===== src/rtl/pong_pkg.sv =====
// Shared definitions for the pong game core: default geometry,
// keypad codes, FSM state encoding and winner codes.
package pong_pkg;

    localparam int DEF_SCREEN_H     = 480;
    localparam int DEF_SCREEN_W     = 640;
    localparam int DEF_PADDLE_H     = 64;
    localparam int DEF_PADDLE_W     = 8;
    localparam int DEF_BALL_SZ      = 8;
    localparam int DEF_P1_X         = 16;
    localparam int DEF_P2_X         = 616;
    localparam int DEF_PADDLE_STEP  = 4;
    localparam int DEF_BALL_STEP    = 2;
    localparam int DEF_SERVE_FRAMES = 60;
    localparam int DEF_WIN_SCORE    = 9;

    localparam logic [3:0] KEY_NONE = 4'h0;
    localparam logic [3:0] KEY_UP   = 4'h2;
    localparam logic [3:0] KEY_DOWN = 4'h8;

    typedef enum logic [2:0] {
        ST_IDLE     = 3'd0,
        ST_SERVE    = 3'd1,
        ST_PLAY     = 3'd2,
        ST_POINT    = 3'd3,
        ST_GAMEOVER = 3'd4
    } state_t;

    typedef enum logic [1:0] {
        MOVE_NONE = 2'd0,
        MOVE_UP   = 2'd1,
        MOVE_DOWN = 2'd2
    } move_t;

    localparam logic [1:0] WIN_NONE = 2'd0;
    localparam logic [1:0] WIN_P1   = 2'd1;
    localparam logic [1:0] WIN_P2   = 2'd2;

    // Only the two direction keys move a paddle; every other code is ignored.
    function automatic move_t decode_key(input logic [3:0] key);
        case (key)
            KEY_UP:   return MOVE_UP;
            KEY_DOWN: return MOVE_DOWN;
            default:  return MOVE_NONE;
        endcase
    endfunction

endpackage


===== src/rtl/pong_paddle.sv =====
// Paddle step logic: decodes a keypad code and produces the next paddle
// top row, saturating at the top and bottom of the screen.
module pong_paddle
    import pong_pkg::*;
#(
    parameter int SCREEN_H    = DEF_SCREEN_H,
    parameter int PADDLE_H    = DEF_PADDLE_H,
    parameter int PADDLE_STEP = DEF_PADDLE_STEP
) (
    input  logic [3:0] keycode,
    input  logic [9:0] y_cur,
    output logic [9:0] y_next
);

    localparam logic [10:0] MAX_Y = 11'(SCREEN_H - PADDLE_H);
    localparam logic [10:0] STEP  = 11'(PADDLE_STEP);

    logic [10:0] y_ext;

    assign y_ext = {1'b0, y_cur};

    // Move one step in the requested direction, clamping instead of wrapping.
    always_comb begin
        y_next = y_cur;
        case (decode_key(keycode))
            MOVE_UP:   y_next = (y_ext > STEP) ? 10'(y_ext - STEP) : 10'd0;
            MOVE_DOWN: y_next = ((y_ext + STEP) < MAX_Y) ? 10'(y_ext + STEP) : MAX_Y[9:0];
            default:   y_next = y_cur;
        endcase
    end

endmodule


===== src/rtl/pong_game_core.sv =====
// Pong game core: game FSM, ball physics, paddle positions and scoring,
// all advanced once per frame_tick and presented as registered outputs.
module pong_game_core
    import pong_pkg::*;
#(
    parameter int SCREEN_H     = DEF_SCREEN_H,
    parameter int SCREEN_W     = DEF_SCREEN_W,
    parameter int PADDLE_H     = DEF_PADDLE_H,
    parameter int PADDLE_W     = DEF_PADDLE_W,
    parameter int BALL_SZ      = DEF_BALL_SZ,
    parameter int P1_X         = DEF_P1_X,
    parameter int P2_X         = DEF_P2_X,
    parameter int PADDLE_STEP  = DEF_PADDLE_STEP,
    parameter int BALL_STEP    = DEF_BALL_STEP,
    parameter int SERVE_FRAMES = DEF_SERVE_FRAMES,
    parameter int WIN_SCORE    = DEF_WIN_SCORE
) (
    input  logic       CLOCK_50,
    input  logic       rst,
    input  logic       frame_tick,
    input  logic [3:0] keys_1,
    input  logic [3:0] keys_2,
    input  logic       start,
    output logic [9:0] paddle1_y,
    output logic [9:0] paddle2_y,
    output logic [9:0] ball_x,
    output logic [9:0] ball_y,
    output logic [3:0] score1,
    output logic [3:0] score2,
    output logic [2:0] state,
    output logic [1:0] winner
);

    localparam int CNT_W = $clog2(SERVE_FRAMES + 1);
    localparam logic [CNT_W-1:0] SERVE_LAST = CNT_W'(SERVE_FRAMES - 1);

    localparam logic [9:0] PADDLE_RST = 10'((SCREEN_H - PADDLE_H) / 2);
    localparam logic [9:0] BALL_X_RST = 10'(SCREEN_W / 2 - BALL_SZ / 2);
    localparam logic [9:0] BALL_Y_RST = 10'(SCREEN_H / 2 - BALL_SZ / 2);

    localparam logic signed [11:0] S_ZERO    = 12'sd0;
    localparam logic signed [11:0] S_STEP    = 12'(BALL_STEP);
    localparam logic signed [11:0] S_Y_HI    = 12'(SCREEN_H - BALL_SZ);
    localparam logic signed [11:0] S_X_HI    = 12'(SCREEN_W - BALL_SZ);
    localparam logic signed [11:0] S_P1_FACE = 12'(P1_X + PADDLE_W);
    localparam logic signed [11:0] S_P2_FACE = 12'(P2_X - BALL_SZ);

    localparam logic [10:0] P1_BACK    = 11'(P1_X);
    localparam logic [10:0] P2_BACK    = 11'(P2_X + PADDLE_W - BALL_SZ);
    localparam logic [10:0] BALL_SZ_U  = 11'(BALL_SZ);
    localparam logic [10:0] PADDLE_H_U = 11'(PADDLE_H);
    localparam logic [3:0]  WIN        = 4'(WIN_SCORE);

    state_t cur_state;
    state_t next_state;

    logic             dx_neg;
    logic             dy_neg;
    logic [CNT_W-1:0] serve_cnt;
    logic [9:0]       paddle1_next;
    logic [9:0]       paddle2_next;

    logic start_game;
    logic serve_done;
    logic game_decided;

    logic signed [11:0] bx_s;
    logic signed [11:0] by_s;
    logic signed [11:0] nx;
    logic signed [11:0] ny;
    logic               overlap1;
    logic               overlap2;
    logic               hit1;
    logic               hit2;
    logic [9:0]         ball_x_play;
    logic [9:0]         ball_y_play;
    logic               dx_neg_play;
    logic               dy_neg_play;
    logic               miss_left;
    logic               miss_right;

    assign state = cur_state;

    pong_paddle #(
        .SCREEN_H    (SCREEN_H),
        .PADDLE_H    (PADDLE_H),
        .PADDLE_STEP (PADDLE_STEP)
    ) u_paddle1 (
        .keycode (keys_1),
        .y_cur   (paddle1_y),
        .y_next  (paddle1_next)
    );

    pong_paddle #(
        .SCREEN_H    (SCREEN_H),
        .PADDLE_H    (PADDLE_H),
        .PADDLE_STEP (PADDLE_STEP)
    ) u_paddle2 (
        .keycode (keys_2),
        .y_cur   (paddle2_y),
        .y_next  (paddle2_next)
    );

    assign bx_s = $signed({2'b00, ball_x});
    assign by_s = $signed({2'b00, ball_y});

    assign overlap1 = (({1'b0, ball_y} + BALL_SZ_U) > {1'b0, paddle1_y}) &&
                      ({1'b0, ball_y} < ({1'b0, paddle1_y} + PADDLE_H_U));
    assign overlap2 = (({1'b0, ball_y} + BALL_SZ_U) > {1'b0, paddle2_y}) &&
                      ({1'b0, ball_y} < ({1'b0, paddle2_y} + PADDLE_H_U));

    // One frame of ball motion: wall bounce, paddle returns and misses resolved together.
    always_comb begin
        nx = dx_neg ? (bx_s - S_STEP) : (bx_s + S_STEP);
        ny = dy_neg ? (by_s - S_STEP) : (by_s + S_STEP);

        ball_y_play = ny[9:0];
        dy_neg_play = dy_neg;
        if (ny <= S_ZERO) begin
            ball_y_play = 10'd0;
            dy_neg_play = 1'b0;
        end else if (ny >= S_Y_HI) begin
            ball_y_play = S_Y_HI[9:0];
            dy_neg_play = 1'b1;
        end

        hit1 = dx_neg && (nx <= S_P1_FACE) && ({1'b0, ball_x} >= P1_BACK) && overlap1;
        hit2 = !dx_neg && (nx >= S_P2_FACE) && ({1'b0, ball_x} <= P2_BACK) && overlap2;

        ball_x_play = nx[9:0];
        dx_neg_play = dx_neg;
        miss_left   = 1'b0;
        miss_right  = 1'b0;
        if (hit1) begin
            ball_x_play = S_P1_FACE[9:0];
            dx_neg_play = 1'b0;
        end else if (hit2) begin
            ball_x_play = S_P2_FACE[9:0];
            dx_neg_play = 1'b1;
        end else if (nx <= S_ZERO) begin
            ball_x_play = 10'd0;
            dx_neg_play = 1'b1;
            miss_left   = 1'b1;
        end else if (nx >= S_X_HI) begin
            ball_x_play = S_X_HI[9:0];
            dx_neg_play = 1'b0;
            miss_right  = 1'b1;
        end
    end

    // FSM state register.
    always_ff @(posedge CLOCK_50) begin
        if (rst) begin
            cur_state <= ST_IDLE;
        end else begin
            cur_state <= next_state;
        end
    end

    // FSM next-state logic; a start pulse outranks the frame tick.
    always_comb begin
        next_state = cur_state;
        if (start_game) begin
            next_state = ST_SERVE;
        end else if (frame_tick) begin
            case (cur_state)
                ST_SERVE: if (serve_done) next_state = ST_PLAY;
                ST_PLAY:  if (miss_left || miss_right) next_state = ST_POINT;
                ST_POINT: next_state = game_decided ? ST_GAMEOVER : ST_SERVE;
                default:  next_state = cur_state;
            endcase
        end
    end

    // FSM control outputs steering the datapath.
    always_comb begin
        start_game   = start && ((cur_state == ST_IDLE) || (cur_state == ST_GAMEOVER));
        serve_done   = (serve_cnt == SERVE_LAST);
        game_decided = (score1 == WIN) || (score2 == WIN);
    end

    // Positions, directions, scores and serve counter advance once per frame.
    always_ff @(posedge CLOCK_50) begin
        if (rst) begin
            paddle1_y <= PADDLE_RST;
            paddle2_y <= PADDLE_RST;
            ball_x    <= BALL_X_RST;
            ball_y    <= BALL_Y_RST;
            dx_neg    <= 1'b0;
            dy_neg    <= 1'b0;
            score1    <= 4'd0;
            score2    <= 4'd0;
            winner    <= WIN_NONE;
            serve_cnt <= '0;
        end else if (start_game) begin
            ball_x    <= BALL_X_RST;
            ball_y    <= BALL_Y_RST;
            dx_neg    <= 1'b0;
            dy_neg    <= 1'b0;
            score1    <= 4'd0;
            score2    <= 4'd0;
            winner    <= WIN_NONE;
            serve_cnt <= '0;
        end else if (frame_tick) begin
            case (cur_state)
                ST_SERVE: begin
                    paddle1_y <= paddle1_next;
                    paddle2_y <= paddle2_next;
                    serve_cnt <= serve_done ? '0 : serve_cnt + 1'b1;
                end
                ST_PLAY: begin
                    paddle1_y <= paddle1_next;
                    paddle2_y <= paddle2_next;
                    ball_x    <= ball_x_play;
                    ball_y    <= ball_y_play;
                    dx_neg    <= dx_neg_play;
                    dy_neg    <= dy_neg_play;
                    if (miss_left && (score2 != WIN)) score2 <= score2 + 4'd1;
                    if (miss_right && (score1 != WIN)) score1 <= score1 + 4'd1;
                end
                ST_POINT: begin
                    if (game_decided) begin
                        winner <= (score1 == WIN) ? WIN_P1 : WIN_P2;
                    end else begin
                        ball_x    <= BALL_X_RST;
                        ball_y    <= BALL_Y_RST;
                        dy_neg    <= 1'b0;
                        serve_cnt <= '0;
                    end
                end
                default: ;
            endcase
        end
    end

endmodule


===== config.mk =====
export PLATFORM = sky130hd
export DESIGN_NAME = pong_game_core
export DESIGN_NICKNAME = d
export VERILOG_FILES = /design/src/rtl/pong_pkg.sv /design/src/rtl/pong_paddle.sv /design/src/rtl/pong_game_core.sv
export SDC_FILE = /design/constraint.sdc
export NUM_CORES = 1
export LEC_CHECK = 0
export CAP_MARGIN = 20
export CORE_ASPECT_RATIO = 1.1
export CORE_MARGIN = 2
export CORE_UTILIZATION = 46
export DETAILED_ROUTE_END_ITERATION = 8
export PLACE_DENSITY = 0.67
export SLEW_MARGIN = 25
export SYNTH_ARGS = -nofsm -noshare
export SYNTH_HDL_FRONTEND = slang
export SYNTH_SLANG_ARGS = --single-unit

===== constraint.sdc =====
create_clock -name CLOCK_50 -period 4.05 [get_ports CLOCK_50]
set_clock_uncertainty 0.15 [all_clocks]
set_input_delay 0.81 -clock CLOCK_50 [delete_from_list [all_inputs] [get_ports CLOCK_50]]
set_output_delay 0.81 -clock CLOCK_50 [all_outputs]
set_load 0.02 [all_outputs]

Yosys cells after proc, flatten, opt, wreduce, memory -nomap -nowiden --
Index checks and enable logic that the tools add are counted.
Operators by class: bitwise gates (word level) 1, shifts and indexed selects 0, equality and inequality tests 23, order comparisons 16, add/sub/neg operators 14, multipliers 0, muxes and demuxes 45, divide/modulo/power cells 0, reduce and logical (&&, ||, !) cells 37
Operators with widths (count):
- $mux W10 | 12
- $pmux W10 S2 | 4
- $ge A12 B11 Y1 const B | 2
- $le A12 B1 Y1 const B | 2
- $mux W12 | 2
- $add A10 B2 Y11 const B | 2
- $add A10 B3 Y11 const B | 2
- $add A10 B7 Y11 const B | 2
- $gt A11 B10 Y1 | 2
- $lt A10 B11 Y1 | 2
- $lt A11 B9 Y1 const B | 2
- $sub A10 B2 Y11 const B | 2
- $gt A10 B3 Y1 const B | 2
- $reduce_and A4 Y1 | 5
- $sub A10 B3 Y10 const B | 2
- $reduce_and A3 Y1 | 6
- $eq A4 B4 Y1 const B | 4
- $mux W1 | 16
- $ge A12 B10 Y1 const B | 1
- $le A12 B6 Y1 const B | 1
- $mux W6 | 2
- $pmux W6 S2 | 1
- $add A10 B4 Y11 const B | 1
- $logic_and A1 B1 Y1 | 11
- 27 further kinds | 48
Word-level totals: memories 0, bits in latches 0, output and inout bits 53, bits in read-only memories 0, word-level logic and storage cells 148, bits in registers 61, RAM bits 0, bits of input ports 12

Logic depth before layout (Yosys ltp) --
depth after elaboration 13, mapped depth 13, mapped depth without buffers 13

Hierarchy --
Synthesis repeated with hierarchy kept, for this count alone.
Second synthesis, totals: cells, all modules 740, area total of the unflattened synthesis 5791.8 µm²
Modules (own cells, without submodules):
- pong_game_core | area each 4448.0 µm², seq. area each 1181.1 µm², cells each 545, times used 1
- pong_paddle at u_paddle2 | area each 708.2 µm², seq. area each 0.0 µm², cells each 102, times used 1
- pong_paddle at u_paddle1 | area each 635.6 µm², seq. area each 0.0 µm², cells each 93, times used 1

Worst setup path after synthesis --
OpenSTA, ideal clock, no wires.
kind reg-to-reg, from register ball_y[6], to register score1[1], data required time 3814 ps, clock period less this slack 3208 ps, stages on the path, launching flop included 13, path slack 842 ps, arrival 2973 ps, path buffers 1, setup time 86 ps, cell sequence dfxtp_1 clkbuf_1 and3_1 nand3_1 xnor2_1 ha_1 nand3_1 a211oi_1 a2bb2oi_1 o221ai_1 a311o_2 and4_2 a211oi_1
Between the ends: word-level cells in the longest chain between the ends 8, elaborated cells on any way between the ends 13, classes of those cells 1 x add/sub; 4 x order compare; 2 x mux; 6 x reduce/logical
RTL lines:
- start: declaration | RTL line pong_game_core.sv:27 | output logic [9:0] ball_y,
- start signal: assignment | RTL line pong_game_core.sv:215 | ball_y <= ball_y_play;
- $add A10 B4 Y11 | RTL line pong_game_core.sv:107, pong_game_core.sv:109
- $gt A11 B10 Y1 | RTL line pong_game_core.sv:109 | assign overlap2 = (({1'b0, ball_y} + BALL_SZ_U) > {1'b0, paddle2_y}) &&
- $logic_and A1 B1 Y1 | RTL line pong_game_core.sv:109
- $logic_and A1 B1 Y1 | RTL line pong_game_core.sv:128 | hit2 = !dx_neg && (nx >= S_P2_FACE) && ({1'b0, ball_x} <= P2_BACK) && overlap2;
- $mux W1 | RTL line pong_game_core.sv:137 | end else if (hit2) begin
- $mux W1 (*) | RTL line pong_game_core.sv:134 | if (hit1) begin
- $logic_and A1 B1 Y1 (*) | RTL line pong_game_core.sv:219 | if (miss_right && (score1 != WIN)) score1 <= score1 + 4'd1;
- $reduce_and A3 Y1 (no line) (*)
- end signal: assignment | RTL line pong_game_core.sv:219
- end: declaration | RTL line pong_game_core.sv:28 | output logic [3:0] score1,
Every way passes the cells marked *; elsewhere a longest branch is shown, timed or not. A chain may end at the register's enable or synchronous reset.

Worst setup path in the final report --
from register ball_y[3], to register score1[3]
Same word-level chain as after synthesis.

==> summary.md <==
| Metric | Value |
|---|---|
| Asr flop ratio synth | 0% |
| Number of enable flip-flop cells after synthesis | 0 |
| Max-cap viol count | 0 |
| RR Startpoint | ball_y[3]$_SDFFE_PP1P_ |
| Post-Synthesis Cells | 642 |
| Final hold vios | 0 |
| Die ar. | 11600 µm² |
| DRC viols | 0 |
| Worst Setup Slack, final | 0.593 ns |
| Netlist Area Pre-Place | 4960 µm² |
| Setup_tns | 0 ns |
| PostCTS Resize Cnt | 0 |
| Num CTS Buffers | 5 |
| Hold buffers post-CTS | 0 |
| Worst-skew pair later-pin latency | 0.30 ns |
| Main synth FF type | dfxtp_1 |
| Core Box Area | 10400 µm² |
| Yosys reg bits | 55 |
| First-pass GRT wire length | 22100 µm |
| Final cell count without fillers | 826 |
| Root buffer cell | clkbuf_16 |
| CTS tree | done |
| # clock sinks | 55 |
| Top post-synthesis cells by count | 61 x nor2_1, 55 x dfxtp_1, 53 x ha_1 |
| Status | completed |
| Antenna violations before repair | 0 |
| Drt wl/cell | 16.5 µm |
| Critical Path RT | 4.14 ns |
| Pre-CTS WS | 0.494 ns |
| Vias after detailed routing | 4887 |
| Htree depth | 2 |
| Post-synthesis cell type count | 78 |
| Layout Utilization | 55.1% |
| Final WL | 13700 µm |
| HP Start | serve_cnt[5]$_SDFFE_PP0P_ |
| Total gr overflow | 0 |
| Chip height | 113 µm |
| Pleak | 2.19 nW |
| CP Class | reg -> reg |
| Crit start category | flop |
| Vias in the first global route | 4620 |
| CP arrival | 3.55 ns |
| Detailed placement HPWL | 10500 µm |
| Register area share after synthesis | 22.2% |
| # IOs | 65 |
| # setup viols final | 0 |
| Cell count after placement | 818 |
| CP Max Fanout | 11 |
| Worst-path clk slew | 0.08 ns |
| Syn-to-layout area delta | 15.9% |
| Yosys top cell by area | dfxtp_1 |
| Critical Path Source | ball_y[3]$_SDFFE_PP1P_ |
| Slew headroom | 51.6% |
| Worst VDD drop | 0.000168 V |
| Initial Utilization | 47.5% |
| Most common cell in the synthesized netlist | nor2_1 |
| Gr usage total | 23.4% |
| Largest net degree at the start of global routing | 21 |
| Antenna diode count | 0 |
| Unrepaired setup endpoints after global routing | no |
| Clock Path Buffers | 2 |
| Final Slew Violations | 0 |
| ANT nets after route | 0 |
| Worst hold margin | 0.329 ns |
| CP endpoint kind | flop |
| Final Critical Period | 3.46 ns |
| GPL Wtd Cong | 0.898 |
| Via density | 5.92 |
| Die Wd | 103 µm |
| Highest clock rate | 289 MHz |
| Top post-synthesis cells by area | dfxtp_1 22%, ha_1 13%, nor2_1 4.6% |
| Hold Path Class | reg -> reg |
| Initial detailed-routing violation count | 235 |
| Mean Syn Cell Area | 7.73 µm² |
| Setup Buffers After CTS | 0 |
| Final worst path period share | 85.4% |
| Syn. warnings | 0 |
| Detailed-router iteration count before antenna repair | 5 |
| Area share of the largest cell type after synthesis | 22.2% |
| R2r setup slk | 0.59 ns |
| Buffers added on ports | 58 |
| PD cells | 196 nW/µm² |
| Cell Rows | 39 |
| Layout cell share with drive strength beyond 1 | 5.86% |
| NumNets Final | 747 |
| Worst-Margin Slew | 0.723 ns |
-- cell type report --
type / instances / area (µm²)
Fill cell: 1038 / 4690
Clock buffer: 5 / 125
Sequential cell: 55 / 1100
Tap cell: 143 / 179
Clock inverter: 3 / 33.8
Inverter: 36 / 135
Timing Repair Buffer: 67 / 648
Multi-Input combinational cell: 517 / 3530
-- flip-flops by register name (all words and copies together) (netlist names), 3 cells and up --
name       count
ball_x         9
ball_y         9
paddle1_y      8
paddle2_y      8
serve_cnt      6
score1         4
score2         4
state          3
-- where the power goes --
group	total [mW]	internal, mW	switching [mW]
sequential	0.552	0.544	0.00809
combinational	0.101	0.0402	0.0607
clock	0.476	0.239	0.237
total	1.13	0.823	0.306
-- logic make-up after synthesis --
family	count (synthesis)	share of synthesized area, %
buffers and inverters	75	7.06
AND/OR/NAND/NOR	244	25.7
flip-flops	55	22.2
adder cells (fa/ha/maj)	53	13.4
multiplexers	5	1.01
other	1	0.0755
XOR/XNOR	36	6.35
AO/OA/AOI/OAI	173	24.3
-- path summary, 6_finish.rpt --
check                                            endpoint  cells after the start
worst max-delay path               score1[3]$_SDFFE_PP0P_                     11
worst min-delay path            serve_cnt[5]$_SDFFE_PP0P_                      2
worst max register to register     score1[3]$_SDFFE_PP0P_                     11
worst min register to register  serve_cnt[5]$_SDFFE_PP0P_                      2
-- layer usage --
layer	wire, µm	GRT usage (%)
met1	5880	29.7
met2	6890	40.6
met3	597	2.90
met4	285	7.89
met5	0	0
-- metrics by stage --
stage,cell area [µm²],total power [mW]
2_1_floorplan,4980,0.632
3_3_place_gp,5600,0.662
3_5_place_dp,5600,0.665
4_1_cts,5750,1.14
5_1_grt,5750,1.17
6_report,5750,1.13
-- layout by cell type, fill, tap and decap left out, drive strengths merged, types with 7 or more instances in the layout --
cell type      synthesis  final
xnor2                 21     21
dfxtp                 55     55
nand2                 48     48
a211oi                11     11
nand2b                 8      8
a21oi                 44     44
a31oi                  7      7
inv                   36     37
and3                  12     12
ha                    53     53
nor3                  16     16
clkdlybuf4s50          0     58
xor2                  15     15
buf                   13      9
nand4                 11     11
or3                   10     10
nor2                  61     61
o21ai                 38     38
nand3                 32     32
-- critical path, cell delays in order, from the launching register on --
cell	delay, ns
dfxtp_1	0.56
and3_1	0.28
xor2_1	0.29
ha_1	0.30
a211oi_1	0.24
o21ai_0	0.14
o2bb2ai_1	0.25
a221oi_1	0.12
o2111ai_1	0.31
nand4_2	0.22
or3_1	0.40
a21oi_1	0.13
(Power assumes the default switching activity.)
